### config.mk
export PLATFORM = sky130hd
export DESIGN_NAME = cycle_timer_flat
export DESIGN_NICKNAME = d
export VERILOG_FILES = /design/src/rtl/cycle_timer_pkg.sv /design/src/rtl/cycle_timer_if.sv /design/src/rtl/cycle_timer_phase_counter.sv /design/src/rtl/cycle_timer.sv /design/src/flat_wrapper.sv
export SDC_FILE = /design/constraint.sdc
export NUM_CORES = 1
export LEC_CHECK = 0
export ABC_AREA = 1
export CAP_MARGIN = 10
export CORE_MARGIN = 2
export CORE_UTILIZATION = 30
export CTS_BUF_LIST = sky130_fd_sc_hd__clkbuf_8
export DETAILED_ROUTE_END_ITERATION = 10
export PLACE_DENSITY = 0.54
export SLEW_MARGIN = 20
export SYNTH_ARGS = -nofsm -noshare
export SYNTH_HDL_FRONTEND = slang
export SYNTH_SLANG_ARGS = --single-unit
### constraint.sdc
create_clock -name clk -period 3.5 [get_ports clk]
set_input_delay 0.875 -clock clk [delete_from_list [all_inputs] [get_ports clk]]
set_output_delay 0.875 -clock clk [all_outputs]
set_load 0.1 [all_outputs]
### src/rtl/cycle_timer_pkg.sv
// -----------------------------------------------------------------------------
// cpu_timing_pkg
// Purpose : shared timing definitions for the CPU cycle timer.
//   - tstate_t and the T0..T6 state codes
//   - cyc_len(): clk periods per CPU cycle for a given phase/gap setting
// -----------------------------------------------------------------------------
package cpu_timing_pkg;

  typedef logic [2:0] tstate_t;

  localparam tstate_t T0 = 3'd0;
  localparam tstate_t T1 = 3'd1;
  localparam tstate_t T2 = 3'd2;
  localparam tstate_t T3 = 3'd3;
  localparam tstate_t T4 = 3'd4;
  localparam tstate_t T5 = 3'd5;
  localparam tstate_t T6 = 3'd6;

  // One CPU cycle = phi1 + gap + phi2 + gap.
  function automatic int cyc_len(input int phase_len, input int gap);
    return 2 * (phase_len + gap);
  endfunction

endpackage

### src/rtl/cycle_timer_if.sv
// -----------------------------------------------------------------------------
// cycle_timer_if
// Purpose : groups the cycle timer's CPU-facing signals.
//   CPU -> timer : rdy, rw, end_instr
//   timer -> CPU : phi1, phi2, dl_load, ir_load, cycle_end, tstate, sync,
//                  stalled, timing_err
// Modports: master = CPU/decode side, slave = cycle timer side.
// -----------------------------------------------------------------------------
interface cycle_timer_if;
  import cpu_timing_pkg::*;

  logic    rdy;
  logic    rw;
  logic    end_instr;
  logic    phi1;
  logic    phi2;
  logic    dl_load;
  logic    ir_load;
  logic    cycle_end;
  tstate_t tstate;
  logic    sync;
  logic    stalled;
  logic    timing_err;

  modport master (
    output rdy, rw, end_instr,
    input  phi1, phi2, dl_load, ir_load, cycle_end, tstate, sync, stalled,
           timing_err
  );

  modport slave (
    input  rdy, rw, end_instr,
    output phi1, phi2, dl_load, ir_load, cycle_end, tstate, sync, stalled,
           timing_err
  );

endinterface

### src/rtl/cycle_timer_phase_counter.sv
// -----------------------------------------------------------------------------
// phase_counter
// Purpose : modulo-CYC clk counter that positions every clk within a CPU cycle.
// Ports   : clk   - system clock
//           rst_n - asynchronous active-low reset (count loads CYC-1)
//           cnt   - current count, 0..CYC-1
//           wrap  - high while cnt == CYC-1 (next edge returns to 0)
// -----------------------------------------------------------------------------
module phase_counter #(
  parameter  int CYC = 6,
  localparam int CW  = $clog2(CYC)
) (
  input  logic          clk,
  input  logic          rst_n,
  output logic [CW-1:0] cnt,
  output logic          wrap
);

  localparam logic [CW-1:0] C_LAST = CW'(CYC - 1);

  logic [CW-1:0] r_cnt;

  // Resetting to the last count makes the first edge after release land on 0.
  always_ff @(posedge clk or negedge rst_n) begin
    if (!rst_n) begin
      r_cnt <= C_LAST;
    end else if (r_cnt == C_LAST) begin
      r_cnt <= '0;
    end else begin
      r_cnt <= r_cnt + CW'(1);
    end
  end

  assign cnt  = r_cnt;
  assign wrap = (r_cnt == C_LAST);

endmodule

### src/rtl/cycle_timer.sv
// -----------------------------------------------------------------------------
// cycle_timer
// Purpose : generates non-overlapping phi1/phi2 enables, the data-latch and
//           instruction-register load strobes, and sequences T0..T6 with
//           SYNC, RDY read stalls and instruction-end restart.
// Ports   : clk   - system clock, rising edge
//           rst_n - asynchronous active-low reset
//           bus   - cycle_timer_if.slave (rdy/rw/end_instr in, phases,
//                   strobes and T-state status out)
// All outputs come straight from flops.
// -----------------------------------------------------------------------------
module cycle_timer
  import cpu_timing_pkg::*;
#(
  parameter int PHASE_LEN = 2,
  parameter int GAP       = 1
) (
  input  logic         clk,
  input  logic         rst_n,
  cycle_timer_if.slave bus
);

  localparam int CYC = cyc_len(PHASE_LEN, GAP);
  localparam int CW  = $clog2(CYC);

  localparam int C_PHI2_ON   = PHASE_LEN + GAP;
  localparam int C_PHI2_LAST = 2 * PHASE_LEN + GAP - 1;

  logic [CW-1:0] w_cnt;
  logic          w_wrap;
  logic [CW-1:0] w_cnt_next;
  int            w_c;
  logic          w_decide;

  logic    r_first;
  logic    r_phi1, r_phi2, r_dl_load, r_ir_load, r_cycle_end;
  tstate_t r_tstate;
  logic    r_sync, r_stalled, r_timing_err;

  tstate_t w_tstate_next;
  logic    w_sync_next, w_stalled_next, w_err_next;

  phase_counter #(.CYC(CYC)) u_phase_counter (
    .clk   (clk),
    .rst_n (rst_n),
    .cnt   (w_cnt),
    .wrap  (w_wrap)
  );

  // Outputs are registered, so they are decoded from the count the counter
  // is about to take; that keeps each output aligned with its own clk's c.
  assign w_cnt_next = w_wrap ? '0 : w_cnt + CW'(1);
  assign w_c        = int'(w_cnt_next);

  // The wrap right after reset release only starts the first cycle.
  assign w_decide = w_wrap && !r_first;

  always_comb begin
    w_tstate_next  = r_tstate;
    w_sync_next    = r_sync;
    w_stalled_next = r_stalled;
    w_err_next     = r_timing_err;
    if (w_decide) begin
      if (!bus.rdy && bus.rw) begin
        // Read stall: repeat this cycle, end_instr is not acted on.
        w_stalled_next = 1'b1;
      end else begin
        w_stalled_next = 1'b0;
        if (bus.end_instr) begin
          w_tstate_next = T1;
        end else if (r_tstate == T6) begin
          w_err_next = 1'b1;
        end else begin
          w_tstate_next = r_tstate + 3'd1;
        end
      end
      w_sync_next = (w_tstate_next == T1);
    end
  end

  always_ff @(posedge clk or negedge rst_n) begin
    if (!rst_n) begin
      r_first      <= 1'b1;
      r_phi1       <= 1'b0;
      r_phi2       <= 1'b0;
      r_dl_load    <= 1'b0;
      r_ir_load    <= 1'b0;
      r_cycle_end  <= 1'b0;
      r_tstate     <= T0;
      r_sync       <= 1'b0;
      r_stalled    <= 1'b0;
      r_timing_err <= 1'b0;
    end else begin
      r_first      <= 1'b0;
      r_phi1       <= (w_c < PHASE_LEN);
      r_phi2       <= (w_c >= C_PHI2_ON) && (w_c <= C_PHI2_LAST);
      r_dl_load    <= (w_c == C_PHI2_LAST);
      // sync/stalled only change at the wrap, never on the strobe edge.
      r_ir_load    <= (w_c == C_PHI2_LAST) && r_sync && !r_stalled;
      r_cycle_end  <= (w_c == CYC - 1);
      r_tstate     <= w_tstate_next;
      r_sync       <= w_sync_next;
      r_stalled    <= w_stalled_next;
      r_timing_err <= w_err_next;
    end
  end

  assign bus.phi1       = r_phi1;
  assign bus.phi2       = r_phi2;
  assign bus.dl_load    = r_dl_load;
  assign bus.ir_load    = r_ir_load;
  assign bus.cycle_end  = r_cycle_end;
  assign bus.tstate     = r_tstate;
  assign bus.sync       = r_sync;
  assign bus.stalled    = r_stalled;
  assign bus.timing_err = r_timing_err;

endmodule

### src/flat_wrapper.sv
// flat-port wrapper written by rule: the top's interface ports become plain ports
module cycle_timer_flat import cpu_timing_pkg::*;
#(
  parameter int PHASE_LEN = 2,
  parameter int GAP       = 1
)
  (clk, rst_n, bus_rdy, bus_rw, bus_end_instr, bus_phi1, bus_phi2, bus_dl_load, bus_ir_load, bus_cycle_end, bus_tstate, bus_sync, bus_stalled, bus_timing_err);
  cycle_timer_if bus_i ();
  input  logic clk;
  input  logic rst_n;
  input wire logic [$bits(bus_i.rdy)-1:0] bus_rdy;
  input wire logic [$bits(bus_i.rw)-1:0] bus_rw;
  input wire logic [$bits(bus_i.end_instr)-1:0] bus_end_instr;
  output wire logic [$bits(bus_i.phi1)-1:0] bus_phi1;
  output wire logic [$bits(bus_i.phi2)-1:0] bus_phi2;
  output wire logic [$bits(bus_i.dl_load)-1:0] bus_dl_load;
  output wire logic [$bits(bus_i.ir_load)-1:0] bus_ir_load;
  output wire logic [$bits(bus_i.cycle_end)-1:0] bus_cycle_end;
  output wire logic [$bits(bus_i.tstate)-1:0] bus_tstate;
  output wire logic [$bits(bus_i.sync)-1:0] bus_sync;
  output wire logic [$bits(bus_i.stalled)-1:0] bus_stalled;
  output wire logic [$bits(bus_i.timing_err)-1:0] bus_timing_err;
  assign bus_i.rdy = bus_rdy;
  assign bus_i.rw = bus_rw;
  assign bus_i.end_instr = bus_end_instr;
  assign bus_phi1 = bus_i.phi1;
  assign bus_phi2 = bus_i.phi2;
  assign bus_dl_load = bus_i.dl_load;
  assign bus_ir_load = bus_i.ir_load;
  assign bus_cycle_end = bus_i.cycle_end;
  assign bus_tstate = bus_i.tstate;
  assign bus_sync = bus_i.sync;
  assign bus_stalled = bus_i.stalled;
  assign bus_timing_err = bus_i.timing_err;
  cycle_timer #(.PHASE_LEN(PHASE_LEN), .GAP(GAP)) u_core (.clk(clk), .rst_n(rst_n), .bus(bus_i));
endmodule
* Word level (Yosys, flattened, before mapping)
Cells that the tools add are included.
Cells by class: reduce and logical (&&, ||, !) cells 9, bitwise gates (word level) 2, order comparisons 3, multiply operators 0, equal/unequal tests 5, div/mod/pow operators 0, shift-type cells 0, $add $sub $neg 2, muxes and demuxes 6
Operator list (count):
- 3-bit 2-to-1 mux | 5
- 3-bit == test, second input constant | 4
- 3-bit by 1-bit adder with 3-bit output, second input constant | 2
- 1-bit logical AND | 5
- 4-bit AND reduction | 1
- 3-bit by 1-bit == test with 1-bit output, second input constant | 1
- 3-bit by 2-bit greater-or-equal comparator with 1-bit output, second input constant | 1
- 3-bit <= comparator, second input constant | 1
- 1-bit logical NOT | 3
- 3-bit by 2-bit < comparator with 1-bit output, second input constant | 1
- 1-bit NOT | 2
- 1-bit 2-to-1 mux | 1
Storage, ports and cells: output and inout bits 11, memory bits (read-only) 0, register bits after elaboration 15, memories 0, input port bits 5, latch bits 0, bits in writable memories 0

* Logic depth before layout (Yosys ltp)
word-level depth 6, mapped depth 9, gate-level depth less buffers 9

* Hierarchy
From an unflattened synthesis, not the netlist that was laid out.
Second synthesis, totals: cells, all modules 85, area, all modules 734.5 sq um
By module, submodules not included:
- cycle_timer | area each 611.8 sq um, instances 1, cells an instance 71
- phase_counter | area each 122.6 sq um, instances 1, cells an instance 14

* Worst setup path before layout
No wires, ideal clock.
kind reg-to-reg, from register u_core.r_tstate[0] (netlist: u_core.bus.tstate[0]), to register u_core.r_tstate[0] (netlist: u_core.bus.tstate[0]), cell stages (with the launch flop) 8, path slack 1564 ps, path buffers 0, arrival 1817 ps, path through dfrtp_1 > inv_1 > ha_1 > nand2_1 > nand2_1 > nand2_1 > nand3_1 > o21a_1
On the way: cells in the longest elaborated chain, start to end 5, elaborated cells on any way between the ends 6, classes of those cells add/sub (1); eq/ne (1); mux (4)
RTL lines:
- start: declaration | line cycle_timer.sv:37 | tstate_t r_tstate;
- start signal: assignment | line cycle_timer.sv:101 | r_tstate <= w_tstate_next;
- 3-bit by 1-bit adder with 3-bit output or 3-bit == test (tied branches) | line cycle_timer.sv:74, cycle_timer.sv:71
- 3-bit 2-to-1 mux | line cycle_timer.sv:71 | end else if (r_tstate == T6) begin
- 3-bit 2-to-1 mux | line cycle_timer.sv:69 | if (bus.end_instr) begin
- 3-bit 2-to-1 mux (*) | line cycle_timer.sv:64 | if (!bus.rdy && bus.rw) begin
- 3-bit 2-to-1 mux (*) | line cycle_timer.sv:63 | if (w_decide) begin
Every way passes the cells marked *; elsewhere a longest branch is shown, timed or not. The select of a mux whose other input is x is not followed. A chain may end at the register's enable or synchronous reset.

* Worst setup path after layout
from register u_core.r_tstate[2] (netlist: u_core.bus.tstate[2]), to output port bus_tstate[2]
RTL lines:
- end: declaration | line flat_wrapper.sv:19 | output wire logic [$bits(bus_i.tstate)-1:0] bus_tstate;
No word-level cell between the ends.

==> impl_metrics.tcl <==
set metrics [dict create \
    clock_path_buffers 2 \
    syn_inst 69 \
    setup_viol 0 \
    synth_area_um2 656.9 \
    fp.dieH_um 50.80 \
    portion_of_the_post_synthesis_area_used_by_sequential_elements_pct 57.71 \
    cts.repair.resized 0 \
    number_of_slew_limit_violations_in_the_final_report 0 \
    period_needed_ps 1870 \
    path_delay_family "flip-flops" \
    fin_crit_sh_pct 53.43 \
    critical_path.startpoint_type "register" \
    first_global_vias 494 \
    timing.clock.skew_ps 0.7191 \
    grt-ovfl-total 0 \
    port-buffer-count 15 \
    grt_antenna_before_repair 0 \
    drt.antenna.violating_nets 0 \
    num_io_pins 16 \
    multi_input_combinational_cell_area_um2 244.0 \
    grt_pass1_wl_mm 2.070 \
    clk_latency_ps 250 \
    detailed_place_hpwl_um 879.2 \
    slew-limit-headroom_pct 55.33 \
    final_core_utilization_pct 42.51 \
    cts-buffers-inserted 3 \
    clock_sink_count 15 \
    finalHoldWorstSlack_ps 460.6 \
    finalNonFillerCells 115 \
    p_clk_share_pct 29.8 \
    place.gp.congestion 0.8299 \
    routed_wire_length_per_instance_um 10.38 \
    drv.max_cap_violation_count 0 \
    power_leakage_nw 0.4308 \
    power.share.sequential_pct 41.3 \
    share_comb_of_total_power_pct 28.9 \
    finalWirelength_mm 1.194 \
    fp.dieArea_um2 2580 \
    drt_iter0_drc 2 \
    final-hold-violation-count 0 \
    rsz0062_at_grt "no" \
    synth_area_leaders "dfrtp_1 46%, dfstp_2 12%, nand2_1 8.0%, nand3_1 4.6%, inv_1 4.0%" \
    synth.avg_cell_area_um2 9.520 \
    cpPeakStageDelay_ps 420 \
    route.layer.met1.wl_um 565 \
    max_clock_freq_ghz 0.5347 \
    cp.arrival_ps 1000 \
    synth.ff_latch_count 15 \
    cts-root-buf "clkbuf_8" \
    largest_net_degree_at_the_start_of_global_routing 16 \
    switchingPower_mw 0.1782 \
    drc_errors 0 \
    highest_layer "met4" \
    power_per_cell_area_nw_per_um2 552.1 \
    syn_to_final_growth_pct 30.86 \
    yosys.area.top_type_share_pct 45.71 \
    end_kind "output pin" \
    post_synthesis_cell_type_count 22 \
    routed_via_density 4.452 \
    outcome "finished clean" \
    htreeDepth 1 \
    yosys.area.top_type "dfrtp_1" \
    register_area_um2 379.1 \
    critPathKind "register to output pin" \
    rows 16 \
    timing.critical_path.buf_inv 1 \
    clock_tree_from_tritoncts "built" \
    wl_met3_um 88 \
    fin_nets 96 \
    postCtsSetupBuffers 0 \
    hold_buffers 0 \
    vdd_drop_max_uv 230.8 \
    drive_gt1_share_pct 30.68 \
    num-fill-cells 212 \
    cts.reportedPaths.clkPinSlew_ps 60 \
    place_inst 111 \
    power.internal_mw 0.2963 \
    starting_density_pct 32.49 \
    timing.setup.tns_ps 0 \
    grt_util_all_layers_pct 11.49 \
    critical_path.slowest_cell "dfrtp_1" \
    n_antenna_cell 0 \
    synthesis.yosys.warnings 0 \
    worst-slew-pin-transition_ps 667.9 \
    post_synth_net_total 76 \
    first_pass_iters 3 \
    power.switching_fraction_pct 37.55 \
    timing.critical_path.required_ps 2620 \
    detailroute.via_count 512 \
    dieWidth_um 50.80 \
    timing.hold.worst.class "register to register" \
    total_power_mw 0.4746 \
    core-area_um2 2022 \
    timing.critical_path.cells "buf_4" \
    critPathMaxFanout 6 \
    route.met2.wl_um 527 \
]
-- through the flow --
step | worst slack [ps] | area (µm²)
4_1_cts | 1615 | 859.6
3_3_place_gp | 1520 | 813.3
6_report | 1630 | 859.6
2_1_floorplan | 1564 | 656.9
5_1_grt | 1568 | 859.6
3_5_place_dp | 1486 | 813.3
-- layout by cell type, fill, tap and decap left out, types with 2 or more instances in the layout --
master	netlist	final
inv_2	2	2
dfrtp_1	12	12
inv_1	7	7
nand3_1	6	6
clkdlybuf4s50_1	0	4
buf_4	0	11
dfstp_2	3	3
nand2_2	2	2
clkbuf_8	0	3
nand2_1	14	14
a21oi_1	3	3
o21ai_1	3	3
ha_1	2	2
nor2_1	4	4
-- layer usage --
layer / GRT usage (%) / vias up
li1: - / 256
met1: 12.87 / 238
met2: 17.76 / 16
met3: 6.250 / 2
met4: 5.405 / 0
met5: 0 / -
-- final timing paths --
| check | startpoint | end | slack, ps | depth (start not counted) |
|---|---|---|---|---|
| worst max-delay path | u_core.bus.tstate[2] | bus_tstate[2] | 1630 | 1 |
| worst min-delay path | u_core.bus.stalled | u_core.bus.ir_load | 460 | 1 |
| worst max register to register | u_core.bus.tstate[0] | u_core.bus.tstate[0] | 2190 | 7 |
| worst min register to register | u_core.bus.stalled | u_core.bus.ir_load | 460 | 1 |
| max in group asynchronous | rst_n | u_core.bus.sync | 2040 | 1 |
| min in group asynchronous | rst_n | u_core.u_phase_counter.cnt[1] | 1030 | 1 |
-- registers in the layout, summed over array words and instances, names as in the netlist --
| register | cells |
|---|---|
| u_core.bus.phi2 | 1 |
| u_core.bus.dl_load | 1 |
| u_core.r_first | 1 |
| u_core.bus.timing_err | 1 |
| u_core.bus.phi1 | 1 |
| u_core.u_phase_counter.cnt | 3 |
| u_core.bus.stalled | 1 |
| u_core.bus.cycle_end | 1 |
| u_core.bus.tstate | 3 |
| u_core.bus.sync | 1 |
| u_core.bus.ir_load | 1 |
-- final cells by class --
class	count	share of cell area [%]
Sequential cell	15	44.10
Timing Repair Buffer	15	14.26
Clock inverter	1	0.5822
Tap cell	27	3.930
Inverter	9	3.930
Multi-Input combinational cell	45	28.38
Clock buffer	3	4.803
-- logic make-up after synthesis --
group,after synthesis,share of synthesized area (%)
AND/OR/NAND/NOR,32,23.81
flip-flops,15,57.72
AO/OA/AOI/OAI,10,8.951
buffers and inverters,9,5.144
adder cells (fa/ha/maj),2,3.809
other,1,0.5709
-- Yosys cell counts, drive strengths merged --
cell     n
inv      9
o21ai    4
conb     1
dfrtp   12
o21a     1
nor2     6
nor3     1
o21bai   1
dfstp    3
ha       2
or2      1
nand2   17
a21oi    4
nand3    6
nand4    1
-- power by group through the flow --
stage / registers (mW) / logic [mW] / clock network, mW
after floorplan: 0.275 / 0.0289 / 0
after global placement: 0.199 / 0.137 / 0
after detailed placement: 0.199 / 0.138 / 0
after CTS: 0.196 / 0.138 / 0.151
after global routing: 0.198 / 0.146 / 0.159
final: 0.196 / 0.137 / 0.141
(Power assumes the default switching activity.)
